### src/rtl/alu_pkg.sv
// Shared ALU definitions: operand width, multiplier iteration count and FSM states.
package alu_pkg;

    localparam int unsigned ALU_WIDTH = 64;
    localparam int unsigned MUL_ITER  = 64;
    localparam int unsigned MUL_CNT_W = $clog2(MUL_ITER);

    typedef enum logic [2:0] {
        IDLE,
        PREP,
        RUN,
        FIX,
        DONE
    } mul_state_t;

endpackage

### src/rtl/mul_step.sv
// One radix-2 shift-add iteration of the sequential multiplier.
// {c,s} = H + (L[0] ? M : 0); {H,L} next = {c,s,L} >> 1.
module mul_step
    import alu_pkg::*;
#(
    parameter int unsigned WIDTH = ALU_WIDTH
) (
    input  logic [WIDTH-1:0] i_h,
    input  logic [WIDTH-1:0] i_l,
    input  logic [WIDTH-1:0] i_m,
    output logic [WIDTH-1:0] o_h,
    output logic [WIDTH-1:0] o_l
);

    logic [WIDTH-1:0] w_addend;
    logic [WIDTH:0]   w_sum;

    // Single adder with carry-out, then the 2*WIDTH+1 bit right shift.
    always_comb begin
        w_addend = i_l[0] ? i_m : '0;
        w_sum    = {1'b0, i_h} + {1'b0, w_addend};
        o_h      = w_sum[WIDTH:1];
        o_l      = {w_sum[0], i_l[WIDTH-1:1]};
    end

endmodule

### src/rtl/alu_mul_seq.sv
// Multi-cycle WIDTH x WIDTH -> 2*WIDTH multiplier for the EX stage.
// Signed operands are reduced to magnitudes in PREP and the product is
// negated in FIX, so the iteration loop is always unsigned.
module alu_mul_seq
    import alu_pkg::*;
#(
    parameter int unsigned WIDTH = ALU_WIDTH
) (
    input  logic             i_clk,
    input  logic             i_rst,
    input  logic             i_start,
    input  logic             i_flush,
    input  logic             i_is_signed,
    input  logic [WIDTH-1:0] i_op_a,
    input  logic [WIDTH-1:0] i_op_b,
    output logic             o_busy,
    output logic             o_done,
    output logic [WIDTH-1:0] o_prod_hi,
    output logic [WIDTH-1:0] o_prod_lo
);

    localparam logic [MUL_CNT_W-1:0] CNT_LAST = MUL_CNT_W'(MUL_ITER - 1);

    mul_state_t           r_state;
    mul_state_t           w_state_next;
    logic                 w_accept;
    logic [WIDTH-1:0]     r_m;
    logic [WIDTH-1:0]     r_h;
    logic [WIDTH-1:0]     r_l;
    logic [MUL_CNT_W-1:0] r_cnt;
    logic                 r_neg;
    logic                 r_signed;
    logic [WIDTH-1:0]     w_step_h;
    logic [WIDTH-1:0]     w_step_l;
    logic [2*WIDTH-1:0]   w_fix;

    mul_step #(
        .WIDTH (WIDTH)
    ) u_mul_step (
        .i_h (r_h),
        .i_l (r_l),
        .i_m (r_m),
        .o_h (w_step_h),
        .o_l (w_step_l)
    );

    // 128-bit two's-complement negation of the accumulated product.
    always_comb begin
        w_fix = ~{r_h, r_l} + (2 * WIDTH)'(1);
    end

    // Next-state logic; flush overrides everything, start only taken when idle or done.
    always_comb begin
        w_state_next = r_state;
        w_accept     = 1'b0;
        if (i_flush) begin
            w_state_next = IDLE;
        end else begin
            case (r_state)
                IDLE, DONE: begin
                    if (i_start) begin
                        w_accept     = 1'b1;
                        w_state_next = PREP;
                    end else begin
                        w_state_next = IDLE;
                    end
                end
                PREP:    w_state_next = RUN;
                RUN:     w_state_next = (r_cnt == CNT_LAST) ? FIX : RUN;
                FIX:     w_state_next = DONE;
                default: w_state_next = IDLE;
            endcase
        end
    end

    // State register.
    always_ff @(posedge i_clk or posedge i_rst) begin
        if (i_rst) begin
            r_state <= IDLE;
        end else begin
            r_state <= w_state_next;
        end
    end

    // Operand, accumulator, counter and sign registers.
    always_ff @(posedge i_clk or posedge i_rst) begin
        if (i_rst) begin
            r_m      <= '0;
            r_h      <= '0;
            r_l      <= '0;
            r_cnt    <= '0;
            r_neg    <= 1'b0;
            r_signed <= 1'b0;
        end else if (i_flush) begin
            r_h   <= '0;
            r_l   <= '0;
            r_cnt <= '0;
            r_neg <= 1'b0;
        end else if (w_accept) begin
            r_m      <= i_op_a;
            r_l      <= i_op_b;
            r_neg    <= i_is_signed & (i_op_a[WIDTH-1] ^ i_op_b[WIDTH-1]);
            r_signed <= i_is_signed;
        end else begin
            case (r_state)
                PREP: begin
                    // Most-negative value negates to itself, which reads correctly as unsigned.
                    if (r_signed && r_m[WIDTH-1]) begin
                        r_m <= -r_m;
                    end
                    if (r_signed && r_l[WIDTH-1]) begin
                        r_l <= -r_l;
                    end
                    r_h   <= '0;
                    r_cnt <= '0;
                end
                RUN: begin
                    r_h   <= w_step_h;
                    r_l   <= w_step_l;
                    r_cnt <= r_cnt + MUL_CNT_W'(1);
                end
                FIX: begin
                    if (r_neg) begin
                        {r_h, r_l} <= w_fix;
                    end
                end
                default: ;
            endcase
        end
    end

    // Status decoded from state only.
    always_comb begin
        o_busy    = (r_state == PREP) || (r_state == RUN) || (r_state == FIX);
        o_done    = (r_state == DONE);
        o_prod_hi = r_h;
        o_prod_lo = r_l;
    end

endmodule

### config.mk
export PLATFORM = sky130hd
export DESIGN_NAME = alu_mul_seq
export DESIGN_NICKNAME = d
export VERILOG_FILES = /design/src/rtl/alu_pkg.sv /design/src/rtl/mul_step.sv /design/src/rtl/alu_mul_seq.sv
export SDC_FILE = /design/constraint.sdc
export NUM_CORES = 1
export LEC_CHECK = 0
export BUFFER_PORTS_ARGS = -buffer_cell sky130_fd_sc_hd__buf_2
export CAP_MARGIN = 20
export CORE_MARGIN = 2
export CORE_UTILIZATION = 25
export DETAILED_ROUTE_END_ITERATION = 8
export GPL_TIMING_DRIVEN = 0
export SYNTH_ARGS = -nofsm -noshare
export SYNTH_HDL_FRONTEND = slang
export SYNTH_SLANG_ARGS = --single-unit
### constraint.sdc
create_clock -name i_clk -period 6.9 [get_ports i_clk]
set_input_delay 1.38 -clock i_clk [delete_from_list [all_inputs] [get_ports i_clk]]
set_output_delay 1.38 -clock i_clk [all_outputs]
set_load 0.005 [all_outputs]
==> summary.txt <==
Crit path time final = 5.46 ns
Setup ws final = 1.44 ns
Buf/Inv on CP = 3
Die ar. = 0.0713 mm2
Dominant cell type by area after synthesis = dfrtp_1
CP max stage delay = 0.92 ns
Detailed Route Iter0 Violations = 1926
Static Leakage = 8.86 nW
Placement Setup Slack = 1.49 ns
CP Cell Sequence = buf_2 -> inv_1 -> nor2_1 -> ha_1 -> inv_1 -> fa_1 -> nand2b_1 -> a21o_1 -> a31oi_1 -> nand4bb_1 -> a31oi_1 -> o21ai_1 -> a221oi_1 -> o41ai_1 -> a2111oi_0 -> o221ai_1
DP HPWL = 60800 um
Worst Hold Class = flip-flop to flip-flop
Gr ovfl total = 0
Placed cell area = 0.0199 mm2
Share of layout cells above drive strength 1 = 13.7%
Sw Share = 37.8%
Synth Area in Compound Gates = 28.0%
Synth cell types = 84
Clock power share = 33.5%
Die X-Extent = 267 um
Fill cell count = 7513
P_sw = 1.70 mW
Post-Syn Area per Cell = 7.59 um2
Status = finished, final reports clean
Flip-flop and latch count after synthesis = 203
R2r startpoint = o_prod_lo[0]
Most frequent cells in the layout = nand2_1, buf_2, o21ai_0, dfrtp_1, nor2_1
Drt wl/cell = 22.1 um
PwrDens = 217 mW/mm2
Final Core Density = 30.3%
Initial antenna violation count = 3
Required @ worst endpoint = 7.38 ns
CTS tree = done
Multiplexer area fraction after synthesis = 0.0579%
Post-route ant nets = 0
R2R depth = 16
Worst endpoint data arrival time = 5.94 ns
Crit path max fanout = 10
Synth Area in Adders = 4.96%
Endpoints failing setup = 0
Clock latency on the worst-skew pair = 0.57 ns
Min-Delay Endpoint = r_cnt[5]
Hold_buf cts = 0
Peak supply drop = 0.209 mV
Final Instance Area = 0.0208 mm2
WHS = 0.512 ns
Vias in the first global route = 18200
CTS buffer count = 27
Actual slew at the worst max-slew pin = 1.13 ns
Maximum clock frequency = 0.183 GHz
Synthesized net count = 2481
Total power = 4.51 mW
CTS root buffer = clkbuf_16
Syn-to-layout area delta = 20.3%
Largest family of logic cells by synthesized area = compound AO/OA/AOI/OAI gates
Die H = 267 um
Deepest clock path buffer count = 3
Post-synthesis sequential area ratio = 29.4%
Initial Utilization = 25.2%
Via density = 5.52
Critical path class = flip-flop to flip-flop
Pins Over Slew Limit = 0
Ys flop type = dfrtp_1
Setup TNS = 0 ns
Hold Path Cell Cnt = 1
Critical-path top delay cell = o41ai_1
Reg-to-Reg End = o_prod_hi[63]
Crit share post-route = 79.2%
Post-CTS setup buffers = 0
Worst reg2reg setup slack = 1.44 ns
CTS Sinks = 203
Cell Rows = 96
Endpoint type of the worst setup path = flip-flop
Internal = 2.80 mW
Delay-heaviest family, CP = compound AO/OA/AOI/OAI gates
Post-Route WL = 78000 um
PortBufs = 261
Critical Path Start Type = flip-flop
H-tree Lvls = 1
Max-slew headroom = 24.4%
I/O pin count = 263
CTS resizes = 0
Post-synthesis xor/xnor area fraction = 5.47%
HP Start = r_cnt[5]
DR vias = 19500
Syn Inst Count = 2280
Post-synthesis simple-gate area fraction = 27.9%
Sequential power share = 38.1%
Reg clk slew, reported paths = 0.06 ns
Most common cell after layout, fill and taps aside = nand2_1
CORE AREA = 0.0686 mm2
Non-Filler Instances = 3526
Comb pwr share = 28.4%
RSZ-0062 raised after global routing = no
Routability cong. = 0.936
Post-Syn Area = 0.0173 mm2
GRT Util Overall = 21.2%
Synth warn = 0
Largest net degree at the start of global routing = 40
TritonRoute pass-1 iters = 6
Placed cell count = 3477
Clock Skew = 0.00947 ns
Post-synth ARST share = 100%
Largest cells by area after synthesis = dfrtp_1, o21ai_0, nand2_1, ha_1, a21oi_1
Fin nets = 2776
EDFF count, synth = 0
Hold Fails Final Rpt = 0
Top cell type's share of synthesized area = 29.4%
Residual DRC = 0
Maxcap violations = 0
Global-route wire length before repair = 116000 um
==> logic make-up (layout without fill, tap and decap cells) <==
kind of cell / count (synthesis) / count (layout)
fa+ha+maj: 68 / 68
compound gates: 752 / 752
xor+xnor: 108 / 108
mux: 1 / 1
buf+inv: 194 / 508
simple gates: 954 / 954
flops: 203 / 203
other cells: 0 / 1
==> synth_stat cells (11+ instances only) <==
library cell	number
a211oi_1	18
a21o_1	38
a21oi_1	145
a221o_1	41
a22o_1	20
a22oi_1	22
a31oi_1	13
and2_1	66
and3_1	11
buf_1	14
clkbuf_1	128
dfrtp_1	203
ha_1	67
inv_1	49
nand2_1	281
nand2b_1	21
nand3_1	45
nand4_1	38
nor2_1	183
nor3_1	120
nor3b_1	14
nor4_1	45
o211ai_1	39
o21a_1	13
o21ai_0	260
o21bai_1	16
o221ai_1	13
o22ai_1	21
o31ai_1	19
or2_2	18
or3_1	50
or4_1	25
xnor2_1	51
xor2_1	57
==> worst max-delay path by stage <==
stage / end / startpoint / cells past startpoint / slack, ns
after floorplan: o_prod_hi[0] / i_rst / 1 / 2.89
after global placement: o_prod_lo[18] / i_rst / 2 / 1.21
after detailed placement: o_prod_hi[63] / o_prod_lo[0] / 16 / 1.49
after CTS: o_prod_hi[63] / o_prod_lo[0] / 16 / 1.46
after global routing: o_prod_hi[63] / o_prod_lo[0] / 16 / 1.18
final: o_prod_hi[63] / o_prod_lo[0] / 16 / 1.44
==> sequential cells by signal, summed over array words and instances (netlist names) <==
register   count
r_m           64
r_signed       1
o_prod_hi     64
r_state        3
r_cnt          6
r_neg          1
o_prod_lo     64
==> metal layers <==
layer	wire length, um	vias to the layer above	GRT usage, %
met3	7620	108	4.52
met4	1980	2	5.36
met2	34500	977	33.6
met5	7	-	0
li1	-	9085	-
met1	34000	9278	29.2
==> power groups by stage <==
| stage | clock [mW] | sequential [mW] | combinational, mW |
|---|---|---|---|
| floorplan | 0 | 1.62 | 0.821 |
| detailed placement | 0 | 1.72 | 1.26 |
| global route | 1.57 | 1.74 | 1.41 |
| finish | 1.51 | 1.72 | 1.28 |
| global placement | 0 | 1.72 | 1.24 |
| CTS | 1.54 | 1.70 | 1.27 |
==> area by class of cell <==
class                   count  area, um2  share of cell area [%]
multi-input cells        1883      11500                    55.2
flip-flops and latches    203       5080                    24.4
repair buffers            266       1410                    6.76
well taps                 931       1160                    5.60
clock buffers              39        811                    3.90
plain buffers             145        554                    2.66
inverters                  49        188                   0.902
clock inverters             9        124                   0.595
diodes                      1       2.50                  0.0120
(Power assumes the default switching activity.)
